==> config.mk <==
export PLATFORM = sky130hd
export DESIGN_NAME = ex_stage_flat
export DESIGN_NICKNAME = d
export VERILOG_FILES = /design/src/rtl/ex_stage_if.sv /design/src/rtl/ex_stage.sv /design/src/flat_wrapper.sv
export SDC_FILE = /design/constraint.sdc
export NUM_CORES = 1
export LEC_CHECK = 0
export CAP_MARGIN = 20
export CORE_MARGIN = 5
export CORE_UTILIZATION = 50
export CTS_CLUSTER_SIZE = 28
export DETAILED_ROUTE_END_ITERATION = 10
export GPL_TIMING_DRIVEN = 0
export PLACE_DENSITY = 0.8
export SYNTH_ARGS = -nofsm -noshare
export SYNTH_HDL_FRONTEND = slang
export SYNTH_SLANG_ARGS = --single-unit
==> constraint.sdc <==
create_clock -name clk -period 5.8 [get_ports clk]
set_input_delay 1.16 -clock clk [delete_from_list [all_inputs] [get_ports clk]]
set_output_delay 1.16 -clock clk [all_outputs]
set_load 0.005 [all_outputs]
==> src/rtl/ex_stage_if.sv <==
// rtl/ex_stage_if.sv - ID/EX, WB and EX/MEM signal bundle for the execute stage
`ifndef DATA_WIDTH
`define DATA_WIDTH 32
`endif

interface ex_stage_if;
    logic                   en;
    logic                   flush;
    logic [`DATA_WIDTH-1:0] ex_data_rs1_data;
    logic [`DATA_WIDTH-1:0] ex_data_rs2_data;
    logic [`DATA_WIDTH-1:0] ex_data_imm;
    logic [`DATA_WIDTH-1:0] ex_data_pc;
    logic [4:0]             ex_data_rs1_addr;
    logic [4:0]             ex_data_rs2_addr;
    logic [4:0]             ex_data_rd_addr;
    logic [2:0]             ex_control_alu_code;
    logic [1:0]             ex_control_ALU_a_source;
    logic [1:0]             ex_control_ALU_b_source;
    logic [1:0]             ex_control_Wb_sel;
    logic                   ex_control_wb_en;
    logic [2:0]             ex_control_mem_read;
    logic [2:0]             ex_control_mem_write;
    logic [4:0]             id_rs1_addr;
    logic [4:0]             id_rs2_addr;
    logic [`DATA_WIDTH-1:0] wb_data_wdata;
    logic [4:0]             wb_data_rd_addr;
    logic                   wb_control_wb_en;
    logic                   stall_req;
    logic [`DATA_WIDTH-1:0] mem_data_alu_result;
    logic [`DATA_WIDTH-1:0] mem_data_rs2_data;
    logic [`DATA_WIDTH-1:0] mem_data_pc;
    logic [4:0]             mem_data_rd_addr;
    logic [1:0]             mem_control_Wb_sel;
    logic                   mem_control_wb_en;
    logic [2:0]             mem_control_mem_read;
    logic [2:0]             mem_control_mem_write;

    modport slave (
        input  en, flush,
        input  ex_data_rs1_data, ex_data_rs2_data, ex_data_imm, ex_data_pc,
        input  ex_data_rs1_addr, ex_data_rs2_addr, ex_data_rd_addr,
        input  ex_control_alu_code, ex_control_ALU_a_source, ex_control_ALU_b_source,
        input  ex_control_Wb_sel, ex_control_wb_en, ex_control_mem_read, ex_control_mem_write,
        input  id_rs1_addr, id_rs2_addr,
        input  wb_data_wdata, wb_data_rd_addr, wb_control_wb_en,
        output stall_req,
        output mem_data_alu_result, mem_data_rs2_data, mem_data_pc, mem_data_rd_addr,
        output mem_control_Wb_sel, mem_control_wb_en, mem_control_mem_read, mem_control_mem_write
    );

    modport master (
        output en, flush,
        output ex_data_rs1_data, ex_data_rs2_data, ex_data_imm, ex_data_pc,
        output ex_data_rs1_addr, ex_data_rs2_addr, ex_data_rd_addr,
        output ex_control_alu_code, ex_control_ALU_a_source, ex_control_ALU_b_source,
        output ex_control_Wb_sel, ex_control_wb_en, ex_control_mem_read, ex_control_mem_write,
        output id_rs1_addr, id_rs2_addr,
        output wb_data_wdata, wb_data_rd_addr, wb_control_wb_en,
        input  stall_req,
        input  mem_data_alu_result, mem_data_rs2_data, mem_data_pc, mem_data_rd_addr,
        input  mem_control_Wb_sel, mem_control_wb_en, mem_control_mem_read, mem_control_mem_write
    );
endinterface

==> src/rtl/ex_stage.sv <==
// rtl/ex_stage.sv - RV32 execute stage with EX/MEM register; EX_FORWARD_EN enables MEM/WB forwarding
`ifndef DATA_WIDTH
`define DATA_WIDTH 32
`endif

module ex_stage #(
    parameter int SHAMT_W = 5
) (
    input  logic         clk,
    input  logic         rst_n,
    ex_stage_if.slave    bus
);
    localparam int W = `DATA_WIDTH;

    logic [W-1:0] rs1_fwd;
    logic [W-1:0] rs2_fwd;
    logic [W-1:0] op_a;
    logic [W-1:0] op_b;
    logic [W-1:0] alu_result;
    logic         load_use;
    logic         raw_hazard;

    // Does a producer's rd collide with either nonzero source register of the ID instruction?
    function automatic logic id_src_match(input logic [4:0] rd, input logic [4:0] s1, input logic [4:0] s2);
        return ((s1 != 5'd0) && (rd == s1)) || ((s2 != 5'd0) && (rd == s2));
    endfunction

`ifdef EX_FORWARD_EN
    logic mem_fwd_ok;
    assign mem_fwd_ok = bus.mem_control_wb_en && (bus.mem_control_mem_read == 3'd0);

    always_comb begin
        rs1_fwd = bus.ex_data_rs1_data;
        rs2_fwd = bus.ex_data_rs2_data;
        if (bus.ex_data_rs1_addr != 5'd0) begin
            if (mem_fwd_ok && (bus.mem_data_rd_addr == bus.ex_data_rs1_addr))
                rs1_fwd = bus.mem_data_alu_result;
            else if (bus.wb_control_wb_en && (bus.wb_data_rd_addr == bus.ex_data_rs1_addr))
                rs1_fwd = bus.wb_data_wdata;
        end
        if (bus.ex_data_rs2_addr != 5'd0) begin
            if (mem_fwd_ok && (bus.mem_data_rd_addr == bus.ex_data_rs2_addr))
                rs2_fwd = bus.mem_data_alu_result;
            else if (bus.wb_control_wb_en && (bus.wb_data_rd_addr == bus.ex_data_rs2_addr))
                rs2_fwd = bus.wb_data_wdata;
        end
    end

    assign raw_hazard = 1'b0;
`else
    assign rs1_fwd = bus.ex_data_rs1_data;
    assign rs2_fwd = bus.ex_data_rs2_data;

    // Without forwarding, any in-flight producer ahead of WB must drain before ID may proceed.
    assign raw_hazard =
        (bus.ex_control_wb_en  && id_src_match(bus.ex_data_rd_addr,  bus.id_rs1_addr, bus.id_rs2_addr)) ||
        (bus.mem_control_wb_en && id_src_match(bus.mem_data_rd_addr, bus.id_rs1_addr, bus.id_rs2_addr));
`endif

    assign load_use = (bus.ex_control_mem_read != 3'd0) && bus.ex_control_wb_en &&
                      id_src_match(bus.ex_data_rd_addr, bus.id_rs1_addr, bus.id_rs2_addr);

    assign bus.stall_req = load_use || raw_hazard;

    always_comb begin
        op_a = '0;
        case (bus.ex_control_ALU_a_source)
            2'b00:   op_a = rs1_fwd;
            2'b01:   op_a = bus.ex_data_pc;
            default: op_a = '0;
        endcase
    end

    always_comb begin
        op_b = '0;
        case (bus.ex_control_ALU_b_source)
            2'b00:   op_b = rs2_fwd;
            2'b01:   op_b = bus.ex_data_imm;
            2'b10:   op_b = W'(4);
            default: op_b = '0;
        endcase
    end

    always_comb begin
        alu_result = '0;
        case (bus.ex_control_alu_code)
            3'b000: alu_result = op_a + op_b;
            3'b001: alu_result = op_a - op_b;
            3'b010: alu_result = op_a & op_b;
            3'b011: alu_result = op_a | op_b;
            3'b100: alu_result = op_a ^ op_b;
            3'b101: alu_result = op_a << op_b[SHAMT_W-1:0];
            3'b110: alu_result = op_a >> op_b[SHAMT_W-1:0];
            3'b111: alu_result = {{(W-1){1'b0}}, ($signed(op_a) < $signed(op_b))};
            default: alu_result = '0;
        endcase
    end

    // A flush still loads the datapath so the bubble carries deterministic data.
    always_ff @(posedge clk) begin
        if (!rst_n) begin
            bus.mem_data_alu_result   <= '0;
            bus.mem_data_rs2_data     <= '0;
            bus.mem_data_pc           <= '0;
            bus.mem_data_rd_addr      <= '0;
            bus.mem_control_Wb_sel    <= '0;
            bus.mem_control_wb_en     <= 1'b0;
            bus.mem_control_mem_read  <= '0;
            bus.mem_control_mem_write <= '0;
        end else if (bus.flush) begin
            bus.mem_data_alu_result   <= alu_result;
            bus.mem_data_rs2_data     <= rs2_fwd;
            bus.mem_data_pc           <= bus.ex_data_pc;
            bus.mem_data_rd_addr      <= bus.ex_data_rd_addr;
            bus.mem_control_Wb_sel    <= '0;
            bus.mem_control_wb_en     <= 1'b0;
            bus.mem_control_mem_read  <= '0;
            bus.mem_control_mem_write <= '0;
        end else if (bus.en) begin
            bus.mem_data_alu_result   <= alu_result;
            bus.mem_data_rs2_data     <= rs2_fwd;
            bus.mem_data_pc           <= bus.ex_data_pc;
            bus.mem_data_rd_addr      <= bus.ex_data_rd_addr;
            bus.mem_control_Wb_sel    <= bus.ex_control_Wb_sel;
            bus.mem_control_wb_en     <= bus.ex_control_wb_en;
            bus.mem_control_mem_read  <= bus.ex_control_mem_read;
            bus.mem_control_mem_write <= bus.ex_control_mem_write;
        end
    end
endmodule

==> src/flat_wrapper.sv <==
// flat-port wrapper written by rule: the top's interface ports become plain ports
module ex_stage_flat 
#(
    parameter int SHAMT_W = 5
)
  (clk, rst_n, bus_en, bus_flush, bus_ex_data_rs1_data, bus_ex_data_rs2_data, bus_ex_data_imm, bus_ex_data_pc, bus_ex_data_rs1_addr, bus_ex_data_rs2_addr, bus_ex_data_rd_addr, bus_ex_control_alu_code, bus_ex_control_ALU_a_source, bus_ex_control_ALU_b_source, bus_ex_control_Wb_sel, bus_ex_control_wb_en, bus_ex_control_mem_read, bus_ex_control_mem_write, bus_id_rs1_addr, bus_id_rs2_addr, bus_wb_data_wdata, bus_wb_data_rd_addr, bus_wb_control_wb_en, bus_stall_req, bus_mem_data_alu_result, bus_mem_data_rs2_data, bus_mem_data_pc, bus_mem_data_rd_addr, bus_mem_control_Wb_sel, bus_mem_control_wb_en, bus_mem_control_mem_read, bus_mem_control_mem_write);
  ex_stage_if bus_i ();
  input  logic clk;
  input  logic rst_n;
  input wire logic [$bits(bus_i.en)-1:0] bus_en;
  input wire logic [$bits(bus_i.flush)-1:0] bus_flush;
  input wire logic [$bits(bus_i.ex_data_rs1_data)-1:0] bus_ex_data_rs1_data;
  input wire logic [$bits(bus_i.ex_data_rs2_data)-1:0] bus_ex_data_rs2_data;
  input wire logic [$bits(bus_i.ex_data_imm)-1:0] bus_ex_data_imm;
  input wire logic [$bits(bus_i.ex_data_pc)-1:0] bus_ex_data_pc;
  input wire logic [$bits(bus_i.ex_data_rs1_addr)-1:0] bus_ex_data_rs1_addr;
  input wire logic [$bits(bus_i.ex_data_rs2_addr)-1:0] bus_ex_data_rs2_addr;
  input wire logic [$bits(bus_i.ex_data_rd_addr)-1:0] bus_ex_data_rd_addr;
  input wire logic [$bits(bus_i.ex_control_alu_code)-1:0] bus_ex_control_alu_code;
  input wire logic [$bits(bus_i.ex_control_ALU_a_source)-1:0] bus_ex_control_ALU_a_source;
  input wire logic [$bits(bus_i.ex_control_ALU_b_source)-1:0] bus_ex_control_ALU_b_source;
  input wire logic [$bits(bus_i.ex_control_Wb_sel)-1:0] bus_ex_control_Wb_sel;
  input wire logic [$bits(bus_i.ex_control_wb_en)-1:0] bus_ex_control_wb_en;
  input wire logic [$bits(bus_i.ex_control_mem_read)-1:0] bus_ex_control_mem_read;
  input wire logic [$bits(bus_i.ex_control_mem_write)-1:0] bus_ex_control_mem_write;
  input wire logic [$bits(bus_i.id_rs1_addr)-1:0] bus_id_rs1_addr;
  input wire logic [$bits(bus_i.id_rs2_addr)-1:0] bus_id_rs2_addr;
  input wire logic [$bits(bus_i.wb_data_wdata)-1:0] bus_wb_data_wdata;
  input wire logic [$bits(bus_i.wb_data_rd_addr)-1:0] bus_wb_data_rd_addr;
  input wire logic [$bits(bus_i.wb_control_wb_en)-1:0] bus_wb_control_wb_en;
  output wire logic [$bits(bus_i.stall_req)-1:0] bus_stall_req;
  output wire logic [$bits(bus_i.mem_data_alu_result)-1:0] bus_mem_data_alu_result;
  output wire logic [$bits(bus_i.mem_data_rs2_data)-1:0] bus_mem_data_rs2_data;
  output wire logic [$bits(bus_i.mem_data_pc)-1:0] bus_mem_data_pc;
  output wire logic [$bits(bus_i.mem_data_rd_addr)-1:0] bus_mem_data_rd_addr;
  output wire logic [$bits(bus_i.mem_control_Wb_sel)-1:0] bus_mem_control_Wb_sel;
  output wire logic [$bits(bus_i.mem_control_wb_en)-1:0] bus_mem_control_wb_en;
  output wire logic [$bits(bus_i.mem_control_mem_read)-1:0] bus_mem_control_mem_read;
  output wire logic [$bits(bus_i.mem_control_mem_write)-1:0] bus_mem_control_mem_write;
  assign bus_i.en = bus_en;
  assign bus_i.flush = bus_flush;
  assign bus_i.ex_data_rs1_data = bus_ex_data_rs1_data;
  assign bus_i.ex_data_rs2_data = bus_ex_data_rs2_data;
  assign bus_i.ex_data_imm = bus_ex_data_imm;
  assign bus_i.ex_data_pc = bus_ex_data_pc;
  assign bus_i.ex_data_rs1_addr = bus_ex_data_rs1_addr;
  assign bus_i.ex_data_rs2_addr = bus_ex_data_rs2_addr;
  assign bus_i.ex_data_rd_addr = bus_ex_data_rd_addr;
  assign bus_i.ex_control_alu_code = bus_ex_control_alu_code;
  assign bus_i.ex_control_ALU_a_source = bus_ex_control_ALU_a_source;
  assign bus_i.ex_control_ALU_b_source = bus_ex_control_ALU_b_source;
  assign bus_i.ex_control_Wb_sel = bus_ex_control_Wb_sel;
  assign bus_i.ex_control_wb_en = bus_ex_control_wb_en;
  assign bus_i.ex_control_mem_read = bus_ex_control_mem_read;
  assign bus_i.ex_control_mem_write = bus_ex_control_mem_write;
  assign bus_i.id_rs1_addr = bus_id_rs1_addr;
  assign bus_i.id_rs2_addr = bus_id_rs2_addr;
  assign bus_i.wb_data_wdata = bus_wb_data_wdata;
  assign bus_i.wb_data_rd_addr = bus_wb_data_rd_addr;
  assign bus_i.wb_control_wb_en = bus_wb_control_wb_en;
  assign bus_stall_req = bus_i.stall_req;
  assign bus_mem_data_alu_result = bus_i.mem_data_alu_result;
  assign bus_mem_data_rs2_data = bus_i.mem_data_rs2_data;
  assign bus_mem_data_pc = bus_i.mem_data_pc;
  assign bus_mem_data_rd_addr = bus_i.mem_data_rd_addr;
  assign bus_mem_control_Wb_sel = bus_i.mem_control_Wb_sel;
  assign bus_mem_control_wb_en = bus_i.mem_control_wb_en;
  assign bus_mem_control_mem_read = bus_i.mem_control_mem_read;
  assign bus_mem_control_mem_write = bus_i.mem_control_mem_write;
  ex_stage #(.SHAMT_W(SHAMT_W)) u_core (.clk(clk), .rst_n(rst_n), .bus(bus_i));
endmodule
==> metrics, run 1 <==
RR Endpoint=u_core.bus.mem_data_alu_result[29]$_SDFFE_PN0P_; Die H=~170 um; Yosys Warn Count=0; I/O pins=322; worst reg2reg setup slack=about 4400 ps; clk_lat worst skew=between 300 and 400 ps; Seq/Total Area, Yosys=0.165; vias in the first global route=about 16000; Non-Filler Instances=2451; Leakage=7.16 nW; gpl congestion=1.18; TNS Setup=0 ps; final setup margin=85.7 ps; Reg clk slew, reported paths=roughly 90 ps; global route overflow=0; n_diodes=0; share of cells above drive strength 1=0.0595; internal power=about 0.0018 W; via count=16800; Slew Limit Fails=0; r2r startpoint=u_core.bus.mem_data_alu_result[29]$_SDFFE_PN0P_; Area contributors post-synth=dfxtp_1 (16%), mux2i_1 (15%), ha_1 (9.1%); worst hold path cell count=2; count of final setup violators=0; initial antenna violation count=1; Synthesized Nets=2150; Final nets=2422; DRT antenna net count=0; top cell type's share of synthesized area=0.165; status=finished clean; Total Wirelength=approximately 70000 um; clk buf depth=2; core footprint=0.0262 mm^2; worst-path fanout max=19; Tmin final=5710 ps; Seq pwr share=0.271; dpl hpwl=56800 um; synthesis-stage register bit count=110; RSZ-0062 raised after global routing=no; Finished Cell Area=0.0168 mm^2; Starting DRT DRC Count=2761; Clock Skew=0 ps; DRC=0; WS Path Type=in2reg; final hold viol count=0; peak supply drop=~0.15 mV; H-tree depth=3; CP Capture Type=register; Die Width=roughly 170 um; Die ar.=0.0301 mm^2; Syn Std Cell Area=0.0134 mm^2; cells on worst reg2reg path=5; Sw Pwr=0.00138 W; dpl cells=2443; worst slack at placement=-1190 ps; Slew @ Worst Pin=between 1000 and 1500 ps; row count=59; Final Cycle Share=0.985; Vias/cell=6.85; Post-synth ARST share=0; post-synthesis average cell area=roughly 7.3 um^2; highest clock rate=175 MHz; Worst EP arrival=5960 ps; # fillers=2320; PwrDens=187 mW/mm^2; combinational fraction of design power=0.501; pin count of the biggest net entering global routing=20; wire per inst=28.6 um; Hold WC Path Type=reg2reg; maxcap violations=0; Worst Setup EP=u_core.bus.mem_data_alu_result[23]$_SDFFE_PN0P_; gr usage total=0.437; CTS tree=built; CP startpoint kind=input port; synth-to-layout area growth=25.6%; Clock Power Share=0.229; clock sink total=110; Post-DP Area=~0.016 mm^2; clk root buf=clkbuf_16; CTS Buf Count=9; sw frac=0.439; CP Data Required Time=a little over 6000 ps; first-pass GRT wire length=102000 um; top_reg_cell synth=dfxtp_1; crit path launch=bus_ex_control_ALU_b_source[1]; EDFF count, synth=0; Cells after Synth=1840; PortBufs=roughly 270; Initial Utilization=0.510; worst relative slew slack=0.143; DRT Pass-1 Iters=9; Synth cell types=87; hold_buf cts=0; leading area contributor after synthesis=dfxtp_1
==> cell families after synthesis <==
kind of cell,share of synthesized area
compound gates,0.297
xor+xnor,0.0223
fa+ha+maj,0.0937
buf+inv,0.0735
flops,0.165
mux,0.167
simple gates,0.182
==> metal layers <==
metal,track usage,part of all wire,wire [um]
met1,0.552,0.37,25900
met2,0.647,0.41,28600
met3,0.155,0.15,10400
met4,0.246,0.073,5110
met5,0,0.0013,93
==> synth_stat cells, types with 25 or more instances <==
library cell  number
a211oi_1          43
a21boi_0          70
a21oi_1          122
buf_2             25
clkbuf_1         100
dfxtp_1          110
ha_1              97
inv_1            102
mux2i_1          203
nand2_1          229
nand3_1           27
nor2_1           145
nor3_1            37
o211ai_1          25
o21ai_0          102
or2_2             29
==> registers in the layout (all words and copies together) (netlist names) <==
register,cells
u_core.bus.mem_control_mem_write,3
u_core.bus.mem_control_Wb_sel,2
u_core.bus.mem_data_rd_addr,5
u_core.bus.mem_data_rs2_data,32
u_core.bus.mem_control_mem_read,3
u_core.bus.mem_control_wb_en,1
u_core.bus.mem_data_alu_result,32
u_core.bus.mem_data_pc,32
==> metrics by stage <==
step                      hold WS (ps)  total power [W]  utilization
after floorplan                    457          0.00171            -
after global placement             447          0.00233        0.629
after detailed placement           456          0.00235        0.629
after CTS                          468          0.00305        0.641
after global routing               486          0.00322        0.641
final                              466          0.00314        0.641
==> cells in the final DEF, fill, tap and decap left out, types with 15 or more instances in the layout <==
cell / instances
nand3_1: 27
nor3_1: 37
or2_2: 29
a31oi_1: 20
o211ai_1: 25
o22ai_1: 22
buf_2: 25
a21boi_0: 70
inv_1: 102
dfxtp_1: 110
mux2_2: 17
a211oi_1: 43
o21bai_1: 15
xnor2_1: 24
ha_1: 97
mux2i_1: 203
nand2_1: 229
a21oi_1: 122
nor2_1: 143
o21ai_0: 102
clkdlybuf4s50_1: 268
clkbuf_1: 91
==> power by group through the flow <==
stage               Sequential [W]  Clock, W  Combinational, W
finish                    0.000849  0.000718           0.00157
floorplan                 0.000862         0          0.000851
detailed placement        0.000864         0           0.00149
global placement          0.000860         0           0.00147
global route              0.000855  0.000735           0.00163
CTS                       0.000847  0.000708           0.00149
==> worst max-delay path: stages <==
cell and delay [ps]:
clkdlybuf4s50_1 510, clkbuf_2 270, nor2_2 420, clkbuf_4 410, buf_2 380, ha_1 350
nor2b_1 170, a221o_1 360, o211a_1 330, o211ai_1 350, a32oi_1 180, xnor2_1 300
o22ai_1 110, nor3_1 500, a21oi_1 130
==> repair_timing <==
| action | CTS | global route |
|---|---|---|
| setup buffers | 0 | 0 |
| endpoints found under the setup margin | 22 | 12 |
| gates resized for setup | 7 | 13 |
| pin swaps | 0 | 0 |
==> worst min-delay path by stage <==
| stage | from | slack (ps) | to |
|---|---|---|---|
| global placement | u_core.bus.mem_data_rs2_data[21]$_SDFFE_PN0P_ | 450 | u_core.bus.mem_data_rs2_data[21]$_SDFFE_PN0P_ |
| finish | u_core.bus.mem_data_rs2_data[30]$_SDFFE_PN0P_ | 470 | u_core.bus.mem_data_rs2_data[30]$_SDFFE_PN0P_ |
| global route | u_core.bus.mem_data_pc[28]$_SDFFE_PN0P_ | 490 | u_core.bus.mem_data_pc[28]$_SDFFE_PN0P_ |
| CTS | u_core.bus.mem_data_rs2_data[30]$_SDFFE_PN0P_ | 470 | u_core.bus.mem_data_rs2_data[30]$_SDFFE_PN0P_ |
| floorplan | u_core.bus.mem_data_pc[0]$_SDFFE_PN0P_ | 460 | u_core.bus.mem_data_pc[0]$_SDFFE_PN0P_ |
| detailed placement | u_core.bus.mem_data_rs2_data[30]$_SDFFE_PN0P_ | 460 | u_core.bus.mem_data_rs2_data[30]$_SDFFE_PN0P_ |
==> layout make-up <==
class                   instances  area [um^2]  share of cell area
multi-input cells            1481        10200               0.608
repair buffers                268         2680               0.160
flip-flops and latches        110         2200               0.131
plain buffers                 135          572              0.0340
well taps                     335          419              0.0250
inverters                     107          404              0.0241
clock buffers                   9          225              0.0134
clock inverters                 6         82.6             0.00492
Power figures use the tool's default switching activity.
==> run 2, diff against run 1 <==
- GPL_TIMING_DRIVEN: 0 -> default
==> run 2 against run 1 <==
  * Wire length fell by 12%
  * Cell count shrank 2.0%
  * Register-to-register slack got worse by 70 ps
  * Global-route usage shrank 5.1 points
  * Setup slack improved by 480 ps
  * Combinational power decreased by 3%
  * Via count is 6.2% lower
  * Largest power group unchanged
==> metrics, run 2 (same netlist as run 1, synthesis figures left out) <==
status=finished clean (unchanged); clock sink total=110 (unchanged); Vias/cell=6.55 (was 6.85); post-layout util=0.646 (was 0.641); Tmin final=5230 ps (was 5710 ps); Total Wirelength=61900 um (was 70100 um); biggest regs=u_core.bus.mem_data_alu_result (32), u_core.bus.mem_data_pc (32), u_core.bus.mem_data_rs2_data (32) (unchanged); final hold slack=468 ps (was 466 ps); Die ar.=0.0301 mm^2 (unchanged); maxcap violations=0 (unchanged); CTS tree=built (unchanged); Final Cycle Share=0.902 (was 0.985); I/O pins=322 (unchanged); hold_buf cts=0 (unchanged); CP startpoint kind=input port (unchanged); # fillers=2382 (was 2320); Buf/Inv on CP=2 (was 4); CP max stage cell=a221oi_1 (was clkdlybuf4s50_1); post-CTS resize count=0 (was 7); DRT Pass-1 Iters=8 (was 9); most common cell after layout, fill and taps aside=clkdlybuf4s50_1 (unchanged); WS Path Type=in2reg (unchanged); worst relative slew slack=0.421 (was 0.143); synth-to-layout area growth=26.6% (was 25.6%); Initial Utilization=0.510 (unchanged); Starting DRT DRC Count=2217 (was 2761); initial antenna violation count=0 (was 1); Worst EP arrival=5500 ps (was 5960 ps); CP Cell Sequence=clkdlybuf4s50_1 > mux2i_1 > nor2_1 > ha_1 > inv_1 > fa_1 > or2b_1 > a221oi_1 > o31ai_1 > nand4_1 > nand3_1 > a31o_2 > o31ai_1 > mux2i_1 > o22ai_1 (was clkdlybuf4s50_1 > clkbuf_2 > nor2_2 > clkbuf_4 > buf_2 > ha_1 > nor2b_1 > a221o_1 > o211a_1 > o211ai_1 > a32oi_1 > xnor2_1 > o22ai_1 > nor3_1 > a21oi_1); gr usage total=0.386 (was 0.437); global route overflow=0 (unchanged); # Post-CTS Setup Buffers=0 (unchanged); Total Power=0.00314 W (about the same); leading cell types in the layout, fill and taps excluded=clkdlybuf4s50_1 (270), nand2_1 (229), mux2i_1 (203), nor2_1 (142), a21oi_1 (122) (was clkdlybuf4s50_1 (268), nand2_1 (229), mux2i_1 (203), nor2_1 (143), a21oi_1 (122)); clk buf depth=2 (unchanged); TNS Setup=0 ps (unchanged); worst-path fanout max=5 (was 19); clk_lat worst skew=380 ps (was 370 ps); crit-path max cell delay=510 ps (about the same); H-tree depth=3 (unchanged); Hold WC Path Type=reg2reg (unchanged); peak supply drop=0.136 mV (was 0.151 mV); row count=59 (unchanged); DRT antenna net count=0 (unchanged); worst slack at placement=233 ps (was -1190 ps); Reg clk slew, reported paths=90 ps (about the same); core footprint=0.0262 mm^2 (unchanged); pin count of the biggest net entering global routing=68 (was 20); final setup margin=568 ps (was 85.7 ps); clk root buf=clkbuf_16 (unchanged); Final nets=2372 (was 2422); PortBufs=273 (was 268); gpl congestion=1.05 (was 1.18); CTS Buf Count=9 (unchanged); Leakage=7.34 nW (was 7.16 nW); Clock Skew=0 ps (unchanged); wire per inst=25.8 um (was 28.6 um); Slew Limit Fails=0 (unchanged); CP Capture Type=register (unchanged); vias in the first global route=15000 (was 16200); DRC=0 (unchanged); PwrDens=185 mW/mm^2 (was 187 mW/mm^2); Die H=174 um (unchanged); CP Data Required Time=6070 ps (was 6050 ps); count of final setup violators=0 (unchanged); Slew @ Worst Pin=863 ps (was 1290 ps); highest clock rate=191 MHz (was 175 MHz); via count=15800 (was 16800); share of cells above drive strength 1=0.0842 (was 0.0595); Die Width=174 um (unchanged); first-pass GRT wire length=91700 um (was 102000 um); Worst path top cell family by delay=compound AO/OA/AOI/OAI gates (was buffers and inverters); dpl hpwl=47900 um (was 56800 um); final hold viol count=0 (unchanged); RSZ-0062 raised after global routing=no (unchanged)
## run 2: changes by cell type in the layout (fill, tap and decap cells not counted), moves of 3 or more
cell,delta
buf_4,+72
clkbuf_1,-91
buf_12,+3
buf_2,-22
buf_1,-6
clkbuf_2,-6
## run 2: stage by stage
step,cell area [um^2],std cells
finish,16900,2403
global route,16900,2402
CTS,16900,2402
detailed placement,16600,2386
global placement,16600,2386
floorplan,13400,1840
## run 2: layout make-up
| class | count | area [um^2] | area share |
|---|---|---|---|
| multi-input cells | 1481 | 10200 | 0.603 |
| repair buffers | 353 | 3360 | 0.198 |
| flip-flops and latches | 110 | 2200 | 0.130 |
| well taps | 335 | 419 | 0.0247 |
| inverters | 107 | 404 | 0.0239 |
| clock buffers | 9 | 225 | 0.0133 |
| clock inverters | 7 | 110 | 0.00650 |
| diodes | 1 | 2.50 | 0.000148 |
## run 2: final timing paths
check                                                  startpoint                                              end  slack, ps  depth (start not counted)
setup / recovery                                bus_ex_data_pc[0]  u_core.bus.mem_data_alu_result[30]$_SDFFE_PN0P_        570                         15
hold / removal      u_core.bus.mem_data_rs2_data[22]$_SDFFE_PN0P_    u_core.bus.mem_data_rs2_data[22]$_SDFFE_PN0P_        470                          2
setup reg to reg  u_core.bus.mem_data_alu_result[29]$_SDFFE_PN0P_  u_core.bus.mem_data_alu_result[29]$_SDFFE_PN0P_       4350                          5
hold reg to reg     u_core.bus.mem_data_rs2_data[22]$_SDFFE_PN0P_    u_core.bus.mem_data_rs2_data[22]$_SDFFE_PN0P_        470                          2
## run 2: per-layer routing
layer  global-route usage  share of wire  vias to the layer above  routed length (um)
li1                     -              -                     7090                   -
met1                0.507           0.40                     7436               25100
met2                0.604           0.43                     1017               26900
met3               0.0995           0.11                      208                6880
met4                0.162          0.050                        0                3120
met5                    0              0                        -                   0
## run 2: power by group
group	leakage [nW]	switching [W]	internal (W)
combinational	6.27	0.000899	0.000634
sequential	0.911	0.0000317	0.000812
clock	0.163	0.000401	0.000359
total	7.34	0.00133	0.00180
## run 2: worst register-to-register path: stages, from the launching register on
cell and delay, ps:
dfxtp_1 330, nand3_1 100, o221ai_1 200, a221oi_1 340, o211ai_1 190, a2bb2oi_1 180
